[src/rtl/muldiv_unit.sv]
// rtl/muldiv_unit.sv - radix-2 multi-cycle multiply/divide unit producing the 64-bit HI/LO value
// Shift-add multiply and restoring divide share one 64-bit accumulator and a 32-bit operand register.
module muldiv_unit (
  input  logic        clk,
  input  logic        rst,
  input  logic        start,
  input  logic [2:0]  op,
  input  logic [31:0] a,
  input  logic [31:0] b,
  output logic        busy,
  output logic        done,
  output logic [63:0] hilo
);

  typedef enum logic [1:0] {
    IDLE = 2'd0,
    MUL  = 2'd1,
    DIV  = 2'd2
  } state_t;

  localparam logic [2:0] OP_MULT  = 3'd0;
  localparam logic [2:0] OP_MULTU = 3'd1;
  localparam logic [2:0] OP_DIV   = 3'd2;
  localparam logic [2:0] OP_DIVU  = 3'd3;
  localparam logic [2:0] OP_MTHI  = 3'd4;
  localparam logic [2:0] OP_MTLO  = 3'd5;

  state_t      state;
  state_t      state_nxt;
  logic [5:0]  cnt;
  logic [31:0] opnd;      // multiplicand for MUL, divisor for DIV
  logic [63:0] acc;       // MUL: {partial, multiplier}; DIV: {rem, quot}
  logic        neg_q;
  logic        neg_r;

  logic        is_signed;
  logic [31:0] mag_a;
  logic [31:0] mag_b;
  logic        last;
  logic [32:0] mul_sum;
  logic [32:0] div_sh;
  logic [32:0] div_diff;
  logic [63:0] acc_nxt;
  logic [63:0] result;

  assign busy      = (state != IDLE);
  assign last      = (cnt == 6'd31);
  assign is_signed = (op == OP_MULT) || (op == OP_DIV);
  assign mag_a     = (is_signed && a[31]) ? (32'd0 - a) : a;
  assign mag_b     = (is_signed && b[31]) ? (32'd0 - b) : b;

  always_comb begin
    state_nxt = state;
    mul_sum   = '0;
    div_sh    = '0;
    div_diff  = '0;
    acc_nxt   = acc;
    result    = '0;
    case (state)
      IDLE: begin
        if (start) begin
          if (op == OP_MULT || op == OP_MULTU) state_nxt = MUL;
          else if (op == OP_DIV || op == OP_DIVU) state_nxt = DIV;
        end
      end
      MUL: begin
        mul_sum = {1'b0, acc[63:32]} + (acc[0] ? {1'b0, opnd} : 33'd0);
        acc_nxt = {mul_sum, acc[31:1]};
        result  = neg_q ? (64'd0 - acc_nxt) : acc_nxt;
        if (last) state_nxt = IDLE;
      end
      DIV: begin
        div_sh   = {acc[63:32], acc[31]};
        div_diff = div_sh - {1'b0, opnd};
        // No borrow out of the 33-bit difference means rem >= divisor
        if (!div_diff[32]) acc_nxt = {div_diff[31:0], acc[30:0], 1'b1};
        else               acc_nxt = {div_sh[31:0], acc[30:0], 1'b0};
        // A zero divisor leaves the quotient all ones; the remainder still
        // gets sign-restored so HI reproduces the original dividend.
        result[63:32] = neg_r ? (32'd0 - acc_nxt[63:32]) : acc_nxt[63:32];
        result[31:0]  = (neg_q && (opnd != 32'd0)) ? (32'd0 - acc_nxt[31:0]) : acc_nxt[31:0];
        if (last) state_nxt = IDLE;
      end
      default: state_nxt = IDLE;
    endcase
  end

  always_ff @(posedge clk) begin
    if (!rst) state <= IDLE;
    else      state <= state_nxt;
  end

  always_ff @(posedge clk) begin
    if (!rst) begin
      cnt   <= '0;
      opnd  <= '0;
      acc   <= '0;
      neg_q <= 1'b0;
      neg_r <= 1'b0;
      hilo  <= '0;
      done  <= 1'b0;
    end else begin
      done <= 1'b0;
      case (state)
        IDLE: begin
          if (start) begin
            case (op)
              OP_MULT, OP_MULTU: begin
                opnd  <= mag_a;
                acc   <= {32'd0, mag_b};
                neg_q <= is_signed && (a[31] ^ b[31]);
                neg_r <= is_signed && a[31];
                cnt   <= '0;
              end
              OP_DIV, OP_DIVU: begin
                opnd  <= mag_b;
                acc   <= {32'd0, mag_a};
                neg_q <= is_signed && (a[31] ^ b[31]);
                neg_r <= is_signed && a[31];
                cnt   <= '0;
              end
              OP_MTHI: hilo[63:32] <= a;
              OP_MTLO: hilo[31:0]  <= a;
              default: ;
            endcase
          end
        end
        MUL, DIV: begin
          acc <= acc_nxt;
          if (cnt != 6'h3F) cnt <= cnt + 6'd1;
          if (last) begin
            hilo <= result;
            done <= 1'b1;
          end
        end
        default: ;
      endcase
    end
  end

endmodule

[config.mk]
export PLATFORM = sky130hd
export DESIGN_NAME = muldiv_unit
export DESIGN_NICKNAME = d
export VERILOG_FILES = /design/src/rtl/muldiv_unit.sv
export SDC_FILE = /design/constraint.sdc
export NUM_CORES = 1
export LEC_CHECK = 0
export CELL_PAD_IN_SITES_DETAIL_PLACEMENT = 0
export CELL_PAD_IN_SITES_GLOBAL_PLACEMENT = 1
export CORE_ASPECT_RATIO = 0.9
export CORE_MARGIN = 2
export CORE_UTILIZATION = 45
export CTS_BUF_LIST = sky130_fd_sc_hd__clkbuf_2 sky130_fd_sc_hd__clkbuf_4 sky130_fd_sc_hd__clkbuf_8
export DETAILED_ROUTE_END_ITERATION = 10
export HOLD_SLACK_MARGIN = 0.1
export PLACE_DENSITY_LB_ADDON = 0.1
export SLEW_MARGIN = 20
export SYNTH_ARGS = -nofsm -noshare
export SYNTH_HDL_FRONTEND = slang
export SYNTH_SLANG_ARGS = --single-unit
[constraint.sdc]
create_clock -name clk -period 7.8 [get_ports clk]
set_clock_uncertainty 0.1 [all_clocks]
set_input_delay 1.17 -clock clk [delete_from_list [all_inputs] [get_ports clk]]
set_output_delay 1.17 -clock clk [all_outputs]
set_load 0.005 [all_outputs]
Word level (Yosys, flattened, before mapping)
Index checks and enable logic that the tools add are counted.
{"block": "word_totals", "reg_bits": 171}
{"block": "op_classes", "n_reduce_logical": 25, "eq_ne": 18, "n_addsub": 8, "muxes": 29, "bitwise": 1}
{"cell": "one-hot mux 64 bit (2 select lines)", "count": 5}
{"cell": "2-to-1 mux 64 bit", "count": 6}
{"cell": "2-to-1 mux 32 bit", "count": 7}
{"cell": "subtractor 1 x 32 -> 32 bit (first input constant)", "count": 4}
{"cell": "one-hot mux 32 bit (2 select lines)", "count": 1}
{"cell": "subtractor 1 x 64 -> 64 bit (first input constant)", "count": 1}
{"cell": "adder 32 x 32 -> 33 bit", "count": 1}
{"cell": "subtractor 33 x 32 -> 33 bit", "count": 1}
{"cell": "nonzero test 32 bit", "count": 1}
{"cell": "2-to-1 mux 6 bit", "count": 3}
{"cell": "AND reduction 4 bit", "count": 4}
{"cell": "one-hot mux 6 bit (2 select lines)", "count": 1}
{"cell": "AND reduction 3 bit", "count": 3}
{"cell": "2-to-1 mux 2 bit", "count": 4}
{"cell": "adder 6 x 1 -> 6 bit (second input constant)", "count": 1}
{"cell": "== test 3 x 2 -> 1 bit (second input constant)", "count": 2}
{"cell": "== test 3 bit (second input constant)", "count": 2}
{"cell": "== test 6 x 5 -> 1 bit (second input constant)", "count": 1}
{"cell": "inequality test 2 x 1 -> 1 bit (second input constant)", "count": 3}
{"cell": "inequality test 2 bit (second input constant)", "count": 3}
{"cell": "inequality test 3 x 1 -> 1 bit (second input constant)", "count": 2}
{"cell": "inequality test 6 bit (second input constant)", "count": 1}
{"cell": "nonzero test 2 bit", "count": 3}
{"cell": "OR reduction 2 bit", "count": 3}
{"cell": "13 further kinds", "count": 18}

Logic depth before layout (Yosys ltp)
{"block": "depth", "word_depth": 8, "ltp_mapped": 29}

Worst setup path before layout
Ideal clock, no wire load.
{"block": "synth_timing", "kind": "flip-flop to flip-flop", "from": "reg acc[31]", "to": "reg hilo[58]", "arrival_ns": 5.851, "path_stages_with_launch": 30, "slack_ns": 1.748, "required_time_ns": 7.599, "synth_period_minus_slack_ns": 6.052, "path_buffers": 5, "path_cell_list": "dfxtp_1 clkbuf_1 inv_1 ha_1 inv_1 fa_1 a211oi_1 o211ai_1 nand4_1 a2111oi_0 o21a_1 nor2_2 inv_1 clkbuf_1 buf_2 buf_2 nor2_1 a21oi_1 ha_1 nand2_1 a211oi_1 nand3b_1 or4b_1 o31a_1 or2_1 buf_2 o21ai_1 xor2_1 a221oi_1 o41ai_1"}
{"block": "synth_between", "elab_chain_len": 8, "elab_cells_between_ends": 10, "classes_between": "3 x add/sub; 7 x mux"}
{"element": "start, declared", "line": "32", "source": "logic [63:0] acc;"}
{"element": "start signal, assigned", "line": "110", "source": "acc <= {32'd0, mag_b};"}
{"element": "start signal, assigned", "line": "117", "source": "acc <= {32'd0, mag_a};"}
{"element": "start signal, assigned", "line": "129", "source": "acc <= acc_nxt;"}
{"element": "subtractor 33 x 32 -> 33 bit", "line": "74", "source": "div_diff = div_sh - {1'b0, opnd};"}
{"element": "2-to-1 mux 64 bit", "line": "76", "source": "if (!div_diff[32]) acc_nxt = {div_diff[31:0], acc[30:0], 1'b1};"}
{"element": "2-to-1 mux 64 bit", "line": "59", "source": "case (state)"}
{"element": "subtractor 1 x 32 -> 32 bit", "line": "80", "source": "result[63:32] = neg_r ? (32'd0 - acc_nxt[63:32]) : acc_nxt[63:32];"}
{"element": "2-to-1 mux 32 bit", "line": "80"}
{"element": "one-hot mux 64 bit (2 select lines) (*)", "line": "59"}
{"element": "2-to-1 mux 64 bit (*)", "line": "131", "source": "if (last) begin"}
{"element": "one-hot mux 64 bit (2 select lines) (*)", "line": "104", "source": "case (state)"}
{"element": "end signal, assigned", "line": "132", "source": "hilo <= result;"}
{"element": "end, declared", "line": "12", "source": "output logic [63:0] hilo"}
Every way passes the cells marked *; elsewhere a longest branch is shown, timed or not. The select of a mux whose other input is x is not followed.
A chain may end at the register's enable or synchronous reset.

Final worst setup path
Same ends and word-level chain as after synthesis.

==> load_flow_metrics.sql <==
INSERT INTO impl_metrics (metric_group, metric, value, unit) VALUES
('sta', 'fin_crit_sh', '0.9271', ''),
('cells_and_area', 'count_of_non_filler_cells_in_the_finished_layout', '3069', ''),
('worst_setup_path', 'path_common_cell', 'inv_1', ''),
('cts', 'cts-hold-fix-buffers', '0', ''),
('yosys', 'post-synth-top-area-cell', 'dfxtp_1', ''),
('worst_setup_path', 'path_class', 'register to register', ''),
('sta', 'grt_setup_unrepaired', 'false', ''),
('cells_and_area', 'multi_input_area', '13200', 'µm²'),
('grt', 'number_of_global_route_vias_before_repair', '17620', ''),
('cells_and_area', 'final-seq-area', '3425', 'µm²'),
('cts', 'number_of_buffers_added_by_the_clock_tree_synthesis_step', '17', ''),
('yosys', 'post_synth_num_cell_types', '87', ''),
('yosys', 'post_synth_arst_share', '0', ''),
('power', 'largest_voltage_drop_on_the_vdd_net', '0.1254', 'mV'),
('power', 'p_per_area', '142.2', 'nW/µm²'),
('power', 'total_leakage_power', '0.007181', 'µW'),
('grt', 'global_route.usage.total', '0.3729', ''),
('worst_setup_path', 'cp.depth', '24', ''),
('sta', 'setup_viol', '0', ''),
('worst_setup_path', 'path_cells', 'inv_1 > ha_1 > inv_1 > fa_1 > a211oi_1 > o211ai_1 > nand4_1 > a2111oi_0 > o21a_1 > nor2_4 > inv_1 > nor2_1 > a21oi_1 > ha_1 > nand2_1 > a211oi_1 > nand3b_1 > or4b_1 > o31a_1 > or2_1 > o21ai_1 > xor2_1 > a221oi_1 > o41ai_1', ''),
('grt', 'globalRouteOverflowTotal', '0', ''),
('grt', 'grt_antenna_before_repair', '2', ''),
('worst_setup_path', 'critPathArrivalTime', '7.57', 'ns'),
('sta', 'fmax', '138.3', 'MHz'),
('grt', 'pin_count_of_the_biggest_net_entering_global_routing', '92', ''),
('worst_setup_path', 'worst-r2r-setup-slack', '0.57', 'ns'),
('cts', 'clkLatencyLatePin', '0.56', 'ns'),
('cells_and_area', 'proportion_of_layout_cells_with_a_drive_suffix_above_1', '0.04365', ''),
('yosys', 'synthTopCellsByArea', 'dfxtp_1 (19%), nor2_1 (7.5%), a21oi_1 (7.1%), xnor2_1 (5.9%), nand2_1 (5.8%)', ''),
('placed_design', 'hpwl', '60.15', 'mm'),
('detailed_routing', 'routed_wl', '77.13', 'mm'),
('worst_setup_path', 'reg2regPathDepth', '24', ''),
('cells_and_area', 'total_number_of_nets_in_the_final_design', '2675', ''),
('die', 'initial_core_util', '0.4585', ''),
('sta', 'totalNegativeSetupSlack', '0', 'ns'),
('worst_setup_path', 'worst_path_largest_cell_delay', '1.16', 'ns'),
('status', 'result_of_the_run', 'completed', ''),
('cts', 'cts_resized', '0', ''),
('cts', 'clkSinkCount', '171', ''),
('sta', 'drv_slew', '0', ''),
('placed_design', 'place.gp.congestion', '1.045', ''),
('sta', 'tightest_slew', '1.283', 'ns'),
('detailed_routing', 'remaining_routing_drc_violations', '0', ''),
('detailed_routing', 'dr.first_iter.drc_count', '2852', ''),
('worst_setup_path', 'critPathMaxFanout', '13', ''),
('sta', 'final_critical_period', '7.231', 'ns'),
('sta', 'relSlewSlack', '0.1224', ''),
('yosys', 'synthesis.nets', '2693', ''),
('cts', 'post-cts-setup-buffers', '0', ''),
('worst_setup_path', 'cp_top_family', 'compound AO/OA/AOI/OAI gates', ''),
('yosys', 'synth_seq_cells', '171', ''),
('die', 'boundaryPins', '136', ''),
('grt', 'grt_first_pass_wirelength', '113.0', 'mm'),
('yosys', 'count_of_flip_flops_with_a_built_in_enable_after_synthesis', '0', ''),
('power', 'p_total', '2772', 'µW'),
('cells_and_area', 'area_delta_synth_final', '10.54', '%'),
('cts', 'clockRootBuffer', 'clkbuf_8', ''),
('min_path', 'holdCritPathClass', 'register to register', ''),
('cts', 'clock_tree_from_tritoncts', 'yes', ''),
('worst_setup_path', 'worst_path_max_delay_cell', 'a2111oi_0', ''),
('detailed_routing', 'postRouteAntennaNets', '0', ''),
('flow_run', 'max_cap_viol_count', '0', ''),
('worst_setup_path', 'worst_r2r_startpoint', 'acc[31]$_SDFFE_PN0P_', ''),
('placed_design', 'port_buffers', '135', ''),
('yosys', 'netlist_instances', '2548', ''),
('detailed_routing', 'detailroute.via_count', '19760', ''),
('detailed_routing', 'post_drt_wl_per_cell', '25.13', 'µm'),
('detailed_routing', 'route.detailed.vias_per_inst', '6.438', ''),
('yosys', 'synth.top_cell.area_share', '0.1941', ''),
('cts', 'cts.htree.levels', '4', ''),
('cts', 'clkSlewWorstSetupHoldPaths', '0.11', 'ns');
==> power breakdown <==
part / switching (µW) / leakage [µW] / internal, µW
Clock: 440 / 0.000199 / 243
Sequential: 71.0 / 0.00139 / 914
Combinational: 737 / 0.00559 / 368
==> cells in the mapped netlist, types with 12 or more instances <==
cell type,n
nor2_1,350
nand2_1,274
a21oi_1,250
dfxtp_1,171
clkbuf_1,156
o21ai_0,129
xnor2_1,118
xor2_1,91
inv_1,74
ha_1,73
nor3_1,72
a211oi_1,71
mux2i_1,67
nand3_1,51
o211ai_1,39
a221oi_1,38
o31ai_1,34
a22oi_1,32
nor4_1,32
or3_1,30
a21o_1,25
and3_1,25
nand4_1,24
o41ai_1,22
nand2b_1,21
buf_1,20
a31oi_1,19
and2_1,18
or4_1,18
a311oi_1,14
or2_2,13
buf_2,12
==> placed cells by master, fill, tap and decap left out, types with 10 or more instances in the layout <==
cell type / n
o211ai_1: 39
a221oi_1: 38
inv_1: 72
or3_1: 30
a311oi_1: 14
clkbuf_8: 17
a31oi_1: 19
or4_1: 18
buf_4: 23
nand4_1: 24
or2_2: 13
xor2_1: 91
clkdlybuf4s50_1: 135
o41ai_1: 22
a21oi_1: 249
a22oi_1: 32
and3_1: 25
o31ai_1: 34
a211oi_1: 71
nand2b_1: 19
nor3_1: 72
o21ai_0: 128
nand3_1: 51
and4_1: 10
and2_1: 18
mux2i_1: 67
o31a_1: 10
nand2_1: 274
ha_1: 70
xnor2_1: 118
nor4_1: 32
dfxtp_1: 170
nor2_1: 348
a21o_1: 24
==> layer usage <==
layer | GRT usage | vias up | share of wire
li1 | - | 9200 | -
met1 | 0.5510 | 9291 | 0.46
met2 | 0.4681 | 1141 | 0.37
met3 | 0.1563 | 119 | 0.14
met4 | 0.1243 | 6 | 0.033
met5 | 0.01847 | - | 0.0016
==> through the flow <==
stage | setup slack (ns) | cell area, µm² | utilization | hold slack (ns)
floorplan | 1.748 | 17630 | - | 0.3446
global placement | 1.091 | 19080 | 0.4962 | 0.3388
detailed placement | 1.004 | 19080 | 0.4962 | 0.3464
CTS | 0.9205 | 19490 | 0.5068 | 0.3606
global route | 0.2727 | 19490 | 0.5068 | 0.3803
finish | 0.5686 | 19490 | 0.5068 | 0.3567
==> worst reg2reg max path: stages, from the launching register on <==
cell	delay, ns
dfxtp_1	0.52
inv_1	0.08
ha_1	0.21
inv_1	0.07
fa_1	0.24
a211oi_1	0.14
o211ai_1	0.54
nand4_1	0.27
a2111oi_0	1.16
o21a_1	0.51
nor2_4	0.16
inv_1	0.19
nor2_1	0.06
a21oi_1	0.16
ha_1	0.24
nand2_1	0.06
a211oi_1	0.21
nand3b_1	0.17
or4b_1	0.55
o31a_1	0.34
or2_1	0.32
o21ai_1	0.18
xor2_1	0.17
a221oi_1	0.10
o41ai_1	0.35
==> flip-flops by register name (all words and copies together) (netlist names) <==
signal	flops
acc	64
cnt	6
done	1
hilo	64
neg_q	1
neg_r	1
opnd	32
state	2
==> kinds of logic (layout without fill, tap and decap cells) <==
group	after synthesis	in the layout	share of synthesized area
simple gates	986	986	0.2619
mux	74	74	0.04250
fa+ha+maj	75	75	0.05407
flops	171	171	0.1941
compound gates	764	764	0.2829
other cells	0	1	0
xor+xnor	209	209	0.1038
buf+inv	269	264	0.06067
==> final cells by class <==
class | instances | area share
Clock buffer | 17 | 0.01200
Timing Repair Buffer | 158 | 0.07819
Sequential cell | 171 | 0.1757
Inverter | 74 | 0.01438
Antenna cell | 1 | 0.0001284
Clock inverter | 15 | 0.008859
Multi-Input combinational cell | 2108 | 0.6770
Tap cell | 525 | 0.03370
==> how the worst max path moves through the flow <==
stage | to | from
floorplan | hilo[58]$_SDFFE_PN0P_ | acc[31]$_SDFFE_PN0P_
global placement | hilo[58]$_SDFFE_PN0P_ | acc[31]$_SDFFE_PN0P_
detailed placement | hilo[58]$_SDFFE_PN0P_ | acc[31]$_SDFFE_PN0P_
CTS | hilo[58]$_SDFFE_PN0P_ | acc[31]$_SDFFE_PN0P_
global route | hilo[58]$_SDFFE_PN0P_ | acc[31]$_SDFFE_PN0P_
finish | hilo[58]$_SDFFE_PN0P_ | acc[31]$_SDFFE_PN0P_
(Power assumes the default switching activity.)
